$ cat src/rtl/sat_pkg.sv
// Shared SAT clause-tracking definitions: parameter defaults, op encoding,
// and the literal bit-index convention used by the accumulator and its evaluator.
package sat_pkg;

  localparam int unsigned NUM_CLAUSES_DEF           = 64;
  localparam int unsigned NUM_CLAUSES_PER_CYCLE_DEF = 16;
  localparam int unsigned NUM_VARS_PER_CLAUSE_DEF   = 3;
  localparam int unsigned OP_BITS                   = 2;

  // Encoding 3 is reserved and behaves as OP_READ.
  typedef enum logic [OP_BITS-1:0] {
    OP_SET  = 2'd0,
    OP_CLR  = 2'd1,
    OP_READ = 2'd2
  } op_e;

  // Literal v of clause c lives at bit c*nv + v; a set bit means the literal is false.
  function automatic int unsigned lit_idx(input int unsigned c,
                                          input int unsigned v,
                                          input int unsigned nv);
    return c * nv + v;
  endfunction

endpackage

$ cat src/rtl/clause_status_eval.sv
// Combinational per-clause status for one batch: counts false literals and flags
// clauses that are fully false (conflict) or have a single remaining literal (unit).
module clause_status_eval
  import sat_pkg::*;
#(
  parameter int unsigned NUM_CLAUSES_PER_CYCLE = NUM_CLAUSES_PER_CYCLE_DEF,
  parameter int unsigned NUM_VARS_PER_CLAUSE   = NUM_VARS_PER_CLAUSE_DEF,
  localparam int unsigned W = NUM_CLAUSES_PER_CYCLE * NUM_VARS_PER_CLAUSE
) (
  input  logic [W-1:0]                     mask_i,
  output logic [NUM_CLAUSES_PER_CYCLE-1:0] conflict_o,
  output logic [NUM_CLAUSES_PER_CYCLE-1:0] unit_o
);

  localparam int unsigned CNTW = $clog2(NUM_VARS_PER_CLAUSE + 1);

  logic [CNTW-1:0] cnt;

  always_comb begin
    cnt        = '0;
    conflict_o = '0;
    unit_o     = '0;
    for (int unsigned c = 0; c < NUM_CLAUSES_PER_CYCLE; c++) begin
      cnt = '0;
      for (int unsigned v = 0; v < NUM_VARS_PER_CLAUSE; v++) begin
        cnt = cnt + CNTW'(mask_i[lit_idx(c, v, NUM_VARS_PER_CLAUSE)]);
      end
      conflict_o[c] = (cnt == CNTW'(NUM_VARS_PER_CLAUSE));
      unit_o[c]     = (cnt == CNTW'(NUM_VARS_PER_CLAUSE - 1));
    end
  end

endmodule

$ cat src/rtl/clause_false_accumulator.sv
// Batched false-literal store for a SAT engine: SET/CLR/READ one batch per cycle,
// returning the updated mask with conflict/unit flags through a one-deep output stage.
module clause_false_accumulator
  import sat_pkg::*;
#(
  parameter int unsigned NUM_CLAUSES           = NUM_CLAUSES_DEF,
  parameter int unsigned NUM_CLAUSES_PER_CYCLE = NUM_CLAUSES_PER_CYCLE_DEF,
  parameter int unsigned NUM_VARS_PER_CLAUSE   = NUM_VARS_PER_CLAUSE_DEF,
  localparam int unsigned NUM_BATCHES = NUM_CLAUSES / NUM_CLAUSES_PER_CYCLE,
  localparam int unsigned BATCH_BITS  = (NUM_BATCHES > 1) ? $clog2(NUM_BATCHES) : 1,
  localparam int unsigned W           = NUM_CLAUSES_PER_CYCLE * NUM_VARS_PER_CLAUSE
) (
  input  logic                             clk,
  input  logic                             rst_n,
  input  logic                             clear_all,
  input  logic                             in_valid,
  output logic                             in_ready,
  input  logic [OP_BITS-1:0]               in_op,
  input  logic [BATCH_BITS-1:0]            in_batch_idx,
  input  logic [W-1:0]                     in_mask,
  output logic                             out_valid,
  input  logic                             out_ready,
  output logic [BATCH_BITS-1:0]            out_batch_idx,
  output logic [W-1:0]                     out_assignments,
  output logic [NUM_CLAUSES_PER_CYCLE-1:0] out_conflict,
  output logic [NUM_CLAUSES_PER_CYCLE-1:0] out_unit,
  output logic                             conflict_seen,
  output logic                             idx_err
);

  localparam int unsigned IDXW = BATCH_BITS + 1;

  logic [NUM_BATCHES-1:0][W-1:0]    store_q, store_d;
  logic                             out_valid_q, out_valid_d;
  logic [BATCH_BITS-1:0]            out_batch_q, out_batch_d;
  logic [W-1:0]                     out_assign_q, out_assign_d;
  logic [NUM_CLAUSES_PER_CYCLE-1:0] out_conflict_q, out_conflict_d;
  logic [NUM_CLAUSES_PER_CYCLE-1:0] out_unit_q, out_unit_d;
  logic                             conflict_seen_q, conflict_seen_d;
  logic                             idx_err_q, idx_err_d;

  logic                             accept;
  logic                             idx_ok;
  logic [W-1:0]                     old_mask;
  logic [W-1:0]                     new_mask;
  logic [NUM_CLAUSES_PER_CYCLE-1:0] conflict_c;
  logic [NUM_CLAUSES_PER_CYCLE-1:0] unit_c;

  // Read the addressed batch and apply the op; the result feeds both the store and the output stage.
  always_comb begin
    idx_ok   = (IDXW'(in_batch_idx) < IDXW'(NUM_BATCHES));
    old_mask = '0;
    for (int unsigned b = 0; b < NUM_BATCHES; b++) begin
      if (in_batch_idx == BATCH_BITS'(b)) old_mask = store_q[b];
    end
    case (in_op)
      OP_SET:  new_mask = old_mask | in_mask;
      OP_CLR:  new_mask = old_mask & ~in_mask;
      default: new_mask = old_mask;
    endcase
  end

  clause_status_eval #(
    .NUM_CLAUSES_PER_CYCLE(NUM_CLAUSES_PER_CYCLE),
    .NUM_VARS_PER_CLAUSE  (NUM_VARS_PER_CLAUSE)
  ) u_eval (
    .mask_i    (new_mask),
    .conflict_o(conflict_c),
    .unit_o    (unit_c)
  );

  assign in_ready = rst_n && !clear_all && (!out_valid_q || out_ready);
  assign accept   = in_valid && in_ready;

  always_comb begin
    store_d         = store_q;
    out_valid_d     = out_valid_q;
    out_batch_d     = out_batch_q;
    out_assign_d    = out_assign_q;
    out_conflict_d  = out_conflict_q;
    out_unit_d      = out_unit_q;
    conflict_seen_d = conflict_seen_q;
    idx_err_d       = 1'b0;

    if (clear_all) begin
      store_d         = '0;
      out_valid_d     = 1'b0;
      conflict_seen_d = 1'b0;
    end else begin
      if (out_ready) out_valid_d = 1'b0;
      idx_err_d = accept && !idx_ok;
      if (accept && idx_ok) begin
        for (int unsigned b = 0; b < NUM_BATCHES; b++) begin
          if (in_batch_idx == BATCH_BITS'(b)) store_d[b] = new_mask;
        end
        out_valid_d     = 1'b1;
        out_batch_d     = in_batch_idx;
        out_assign_d    = new_mask;
        out_conflict_d  = conflict_c;
        out_unit_d      = unit_c;
        conflict_seen_d = conflict_seen_q || (|conflict_c);
      end
    end
  end

  always_ff @(posedge clk) begin
    if (!rst_n) begin
      store_q         <= '0;
      out_valid_q     <= 1'b0;
      out_batch_q     <= '0;
      out_assign_q    <= '0;
      out_conflict_q  <= '0;
      out_unit_q      <= '0;
      conflict_seen_q <= 1'b0;
      idx_err_q       <= 1'b0;
    end else begin
      store_q         <= store_d;
      out_valid_q     <= out_valid_d;
      out_batch_q     <= out_batch_d;
      out_assign_q    <= out_assign_d;
      out_conflict_q  <= out_conflict_d;
      out_unit_q      <= out_unit_d;
      conflict_seen_q <= conflict_seen_d;
      idx_err_q       <= idx_err_d;
    end
  end

  assign out_valid       = out_valid_q;
  assign out_batch_idx   = out_batch_q;
  assign out_assignments = out_assign_q;
  assign out_conflict    = out_conflict_q;
  assign out_unit        = out_unit_q;
  assign conflict_seen   = conflict_seen_q;
  assign idx_err         = idx_err_q;

endmodule

$ cat config.mk
export PLATFORM = sky130hd
export DESIGN_NAME = clause_false_accumulator
export DESIGN_NICKNAME = d
export VERILOG_FILES = /design/src/rtl/sat_pkg.sv /design/src/rtl/clause_status_eval.sv /design/src/rtl/clause_false_accumulator.sv
export SDC_FILE = /design/constraint.sdc
export NUM_CORES = 1
export LEC_CHECK = 0
export ABC_AREA = 1
export CORE_UTILIZATION = 45
export DETAILED_ROUTE_END_ITERATION = 8
export GPL_TIMING_DRIVEN = 1
export MAX_ROUTING_LAYER = met4
export PLACE_DENSITY_LB_ADDON = 0.1
export SYNTH_ARGS = -nofsm -noshare
export SYNTH_HDL_FRONTEND = slang
export SYNTH_SLANG_ARGS = --single-unit
$ cat constraint.sdc
create_clock -name clk -period 6.95 [get_ports clk]
set_input_delay 2.085 -clock clk [delete_from_list [all_inputs] [get_ports clk]]
set_output_delay 2.085 -clock clk [all_outputs]
set_load 0.01 [all_outputs]
==> flow_metrics.py, run 1 <==
metrics = {
    "sta": {
        "rsz0062_at_grt": "false",
        "finalHoldViolations": 0,
        "fin_tns_setup_ns": 0,
        "fin_crit_sh_pct": 77.1,
        "drv_slew": 0,
        "relSlewSlack_pct": 39.5,
        "fmax_mhz": 187,
        "skew_ns": 0.0155,
        "finalSetupViolCount": 0,
        "fin_crit_ns": 5.36,
        "tightest_slew_ns": 0.908,
    },
    "worst_hold_path": {
        "hold_class": "register to register",
    },
    "cells_and_area": {
        "regArea_mm2": 0.00553,
        "fillerInstances": 2786,
        "final_cell_mix": "416 x nand2_1, 276 x dfxtp_1, 268 x inv_1, 255 x a21oi_1, 188 x nand3_1",
        "synthToLayoutAreaGrowth_pct": 19.5,
        "n_antenna_cell": 0,
        "multiInputGateArea_mm2": 0.00579,
        "final_core_util_pct": 55.1,
        "final_common_cell": "nand2_1",
        "drive_gt1_share_pct": 4.45,
        "final_cells": 2333,
        "nets": 2007,
    },
    "detailed_routing": {
        "vias": 12100,
        "drtIter0Drc": 1010,
        "drt-total-wl_um": 38500,
        "drc": 0,
        "final_antenna_net_count": 0,
        "via_per_inst": 5.18,
        "dr.pass1.iters": 6,
        "post_drt_wl_per_cell_um": 16.5,
    },
    "critical_path": {
        "cpMostUsedCell": "clkdlybuf4s50_1",
        "crit_fanout": 2,
        "end_kind": "output port",
        "crit_start": "clear_all",
        "max_stage_delay_ns": 0.53,
        "worstPathCellList": "clkdlybuf4s50_1 > inv_1 > nand2_4 > nor2_4 > clkdlybuf4s50_1",
        "cp_slowest_cell": "clkdlybuf4s50_1",
        "worst_ep_arrival_time_ns": 3.27,
        "crit_path_start_kind": "input port",
        "critPathRequiredTime_ns": 4.87,
        "r2r_start": "out_valid",
        "r2r_cells": 9,
        "crit_end": "in_ready",
        "r2r_setup_slack_ns": 4.08,
        "critical_path_class": "input port to output port",
        "timing.rr.end": "store_q[36]",
    },
    "clocking": {
        "path_clk_slew_ns": 0.06,
        "cts_resized": 0,
        "cts_made_buffers": 30,
        "cts_sinks": 276,
        "cts_buffer_depth": 3,
        "clock_latency_ns": 0.57,
        "root_buffer": "clkbuf_16",
        "ctsHoldBuffers": 0,
        "cts_setup_buffers": 0,
        "cts_tree": "built",
        "cts.htree.levels": 1,
    },
    "placed_design": {
        "hpwl_um": 23700,
        "port_buffers": 141,
        "dp_cells": 2280,
        "gp_congestion": 0.858,
    },
    "floorplan": {
        "start_util_pct": 46.1,
        "die_w_um": 171,
        "die-area_mm2": 0.0293,
        "coreArea_mm2": 0.0279,
        "ios": 143,
        "rows": 61,
        "die_h_um": 171,
    },
    "logic_synthesis": {
        "ys_seq_area_share_pct": 42.9,
        "synth.avg_cell_area_um2": 6.93,
        "synth_nets": 1930,
        "syn-cell-area_mm2": 0.0129,
        "synth_top_cell_area_share_pct": 42.9,
        "yosysWarningCount": 0,
        "netlist_instances": 1857,
        "ys_types": 25,
        "ys_ff_latch": 276,
        "yosysTopAreaCell": "dfxtp_1",
        "synthTopCellsByArea": "dfxtp_1 43%, nand2_1 12%, a21oi_1 9.9%, inv_1 7.8%, nand3_1 7.3%",
    },
    "grt": {
        "antenna_found_initial": 0,
        "grt_pass1_wl_um": 60100,
        "grt_pass1_vias": 11000,
        "grt_usage_pct": 27.1,
        "overflow": 0,
        "grt_max_degree": 101,
    },
    "power": {
        "powerDensity_mw_per_mm2": 231,
        "leakagePower_nw": 6.83,
        "vdd_ir_drop_max_mv": 0.155,
    },
    "flow_run": {
        "maxCapViolations": 0,
    },
    "run_status": {
        "status": "complete, no violations",
    },
}
## cells in the mapped netlist
cell type  instances
inv_2              4
inv_1            268
nand3_1          188
nor2_1            57
nand3b_1          16
buf_1             11
o21ai_0          147
clkinv_1           1
o21a_1            25
buf_2             56
nand2_1          416
nand3_2            5
nor2_4             2
clkbuf_1          43
conb_1             1
nor3_1             4
buf_4              9
o21ai_1           42
nor2_2             5
nand2_2            4
dfxtp_1          276
a21oi_1          255
nand2_4            1
o21bai_1           5
fa_1              16
## flip-flops by register name, summed over array words and instances (netlist names)
signal	flops
conflict_seen	1
out_assignments	48
out_batch_idx	2
out_conflict	16
out_unit	16
out_valid	1
store_q	192
## critical path, delay by kind of cell
family	cells	cell delay, ns
AND/OR/NAND/NOR	2	0.17
buffers and inverters	3	1.02
## through the flow
step	area, um2	total power (W)	setup slack (ns)	hold WS, ns
2_1_floorplan	12900	0.00190	2.43	0.474
3_3_place_gp	14500	0.00207	1.36	0.456
3_5_place_dp	14500	0.00208	1.28	0.458
4_1_cts	15400	0.00359	1.58	0.467
5_1_grt	15400	0.00369	1.56	0.489
6_report	15400	0.00356	1.59	0.467
## routing by layer
layer  track usage [%]  share of wire (%)  vias to the layer above
met5                 -                  0                        -
met4              8.89                2.9                        0
met3              3.75                6.2                       68
met2              43.0                 46                      360
met1              35.5                 45                     5550
li1                  -                  -                     6098
## area by class of cell
cell class                      instances  area share, %
Inverter                              273           6.68
Multi-Input combinational cell       1189           37.6
Timing Repair Buffer                  164           10.7
Clock inverter                          3          0.195
Sequential cell                       276           35.9
Tap cell                              378           3.07
Clock buffer                           50           5.82
## cell families after synthesis
kind of cell / count (synthesis) / synth area share, %
and+or+nand+nor: 698 / 23.3
AOI/OAI and AO/OA: 474 / 19.0
buffers and inverters: 392 / 12.2
DFF: 276 / 42.9
adders and majority gates: 16 / 2.49
other: 1 / 0.0291
## how the worst min path moves through the flow
| stage | from | to | slack [ns] | depth (start not counted) |
|---|---|---|---|---|
| 6_report | out_batch_idx[1] | out_batch_idx[1] | 0.47 | 2 |
| 5_1_grt | out_unit[8] | out_unit[8] | 0.49 | 2 |
| 4_1_cts | out_unit[14] | out_unit[14] | 0.47 | 2 |
| 3_5_place_dp | out_unit[14] | out_unit[14] | 0.46 | 2 |
| 3_3_place_gp | out_conflict[10] | out_conflict[10] | 0.46 | 1 |
| 2_1_floorplan | conflict_seen | conflict_seen | 0.47 | 2 |
## where the power goes
| part | internal (W) | switching (W) |
|---|---|---|
| Sequential | 0.00161 | 0.0000154 |
| Clock | 0.000870 | 0.000648 |
| Combinational | 0.000153 | 0.000263 |
Note: power is estimated with default switching activity, not from simulation.
==> run 2: changes to the inputs <==
- clock period: 6.95 -> 4.6 ns (I/O delays scaled with it)
==> flow_metrics.py, run 2 (synthesis results as in run 1) <==
metrics = {
    "detailed_routing": {
        "dr.pass1.iters": 5,
        "drtIter0Drc": 1097,
        "drt-total-wl_um": 38700,
        "post_drt_wl_per_cell_um": 16.4,
        "vias": 12300,
        "drc": 0,
        "final_antenna_net_count": 0,
        "via_per_inst": 5.21,
    },
    "sta": {
        "finalHoldViolations": 0,
        "relSlewSlack_pct": 28.7,
        "rsz0062_at_grt": "false",
        "fin_crit_ns": 3.94,
        "finalSetupViolCount": 0,
        "fin_tns_setup_ns": 0,
        "tightest_slew_ns": 1.07,
        "fin_crit_sh_pct": 85.8,
        "skew_ns": 0.0112,
        "fmax_mhz": 253,
        "drv_slew": 0,
    },
    "floorplan": {
        "die-area_mm2": 0.0293,
        "coreArea_mm2": 0.0279,
        "die_h_um": 171,
        "ios": 143,
        "rows": 61,
        "die_w_um": 171,
        "start_util_pct": 46.1,
    },
    "grt": {
        "antenna_found_initial": 0,
        "overflow": 0,
        "grt_usage_pct": 27.3,
        "grt_pass1_vias": 11100,
        "grt_max_degree": 96,
        "grt_pass1_wl_um": 60600,
    },
    "power": {
        "p_int_w": 0.00411,
        "seqPwrFrac_pct": 44.4,
        "pwr-share-clk_pct": 43.8,
        "comb_power_share_pct": 11.8,
        "power_switching_w": 0.00143,
        "leakagePower_nw": 7.04,
        "swShare_pct": 25.8,
        "power.total_w": 0.00554,
        "vdd_ir_drop_max_mv": 0.279,
        "powerDensity_mw_per_mm2": 352,
    },
    "critical_path": {
        "crit_fanout": 2,
        "crit_path_start_kind": "input port",
        "worst_ep_arrival_time_ns": 2.56,
        "end_kind": "output port",
        "critPathRequiredTime_ns": 3.22,
        "critical_path_class": "input port to output port",
    },
    "worst_hold_path": {
        "hold_class": "register to register",
    },
    "cells_and_area": {
        "final_cell_mix": "416 x nand2_1, 276 x dfxtp_1, 268 x inv_1, 255 x a21oi_1, 188 x nand3_1",
        "nets": 2039,
        "drive_gt1_share_pct": 6.54,
        "fillerInstances": 2739,
        "synthToLayoutAreaGrowth_pct": 22.4,
        "final_common_cell": "nand2_1",
        "n_antenna_cell": 0,
        "regMostFlops": "store_q",
        "largest_reg_flops": 192,
    },
    "placed_design": {
        "hpwl_um": 24200,
        "gp_congestion": 0.865,
        "port_buffers": 141,
    },
    "clocking": {
        "path_clk_slew_ns": 0.06,
        "ctsHoldBuffers": 0,
        "cts_sinks": 276,
        "cts_resized": 0,
        "cts_buffer_depth": 3,
        "cts_made_buffers": 30,
        "cts_tree": "built",
        "clock_latency_ns": 0.56,
        "root_buffer": "clkbuf_16",
        "cts_setup_buffers": 0,
        "cts.htree.levels": 1,
    },
    "run_status": {
        "status": "complete, no violations",
    },
    "flow_run": {
        "maxCapViolations": 0,
    },
}
run 2: per-layer routing:
metal | part of all wire (%) | track usage [%] | vias up
li1 | - | - | 6171
met1 | 45 | 36.4 | 5659
met2 | 46 | 43.3 | 413
met3 | 6.4 | 3.52 | 88
met4 | 2.9 | 7.96 | 0
met5 | 0 | - | -
run 2: worst max-delay path: stages:
cell	delay, ns
clkdlybuf4s50_1	0.40
inv_1	0.09
nand2_4	0.06
nor2_4	0.11
clkdlybuf4s50_1	0.54
run 2: per-stage QoR:
step	cell area [um2]	setup WS, ns	std cells	hold slack, ns	utilization [%]
CTS	15700	0.650	2367	0.470	56.4
finish	15700	0.655	2367	0.468	56.4
global route	15700	0.528	2367	0.494	56.4
floorplan	12900	1.06	1857	0.474	-
detailed placement	14700	0.214	2312	0.461	52.8
global placement	14700	0.257	2312	0.453	52.8
run 2: cell type report:
| class | count | area [um2] | area share, % |
|---|---|---|---|
| timing repair buffer | 196 | 1930 | 12.3 |
| clock inverter | 14 | 136 | 0.866 |
| clock buffer | 41 | 862 | 5.47 |
| tap | 378 | 473 | 3.00 |
| multi-input combinational | 1189 | 5790 | 36.8 |
| inverter | 273 | 1030 | 6.52 |
| sequential | 276 | 5530 | 35.1 |
run 2: final timing paths:
kind,start,end,slack (ns),cells past startpoint
worst min-delay path,out_unit[1],out_unit[1],0.47,2
worst min register to register,out_unit[1],out_unit[1],0.47,2
worst max register to register,store_q[76],conflict_seen,2.39,11
worst max-delay path,clear_all,in_ready,0.66,5
run 2: power by group through the flow:
stage               logic, W  clock network, W  registers, W
floorplan           0.000355                 0       0.00252
finish              0.000656           0.00243       0.00246
global placement    0.000646                 0       0.00251
detailed placement  0.000652                 0       0.00251
global route        0.000723           0.00255       0.00246
CTS                 0.000655           0.00245       0.00246
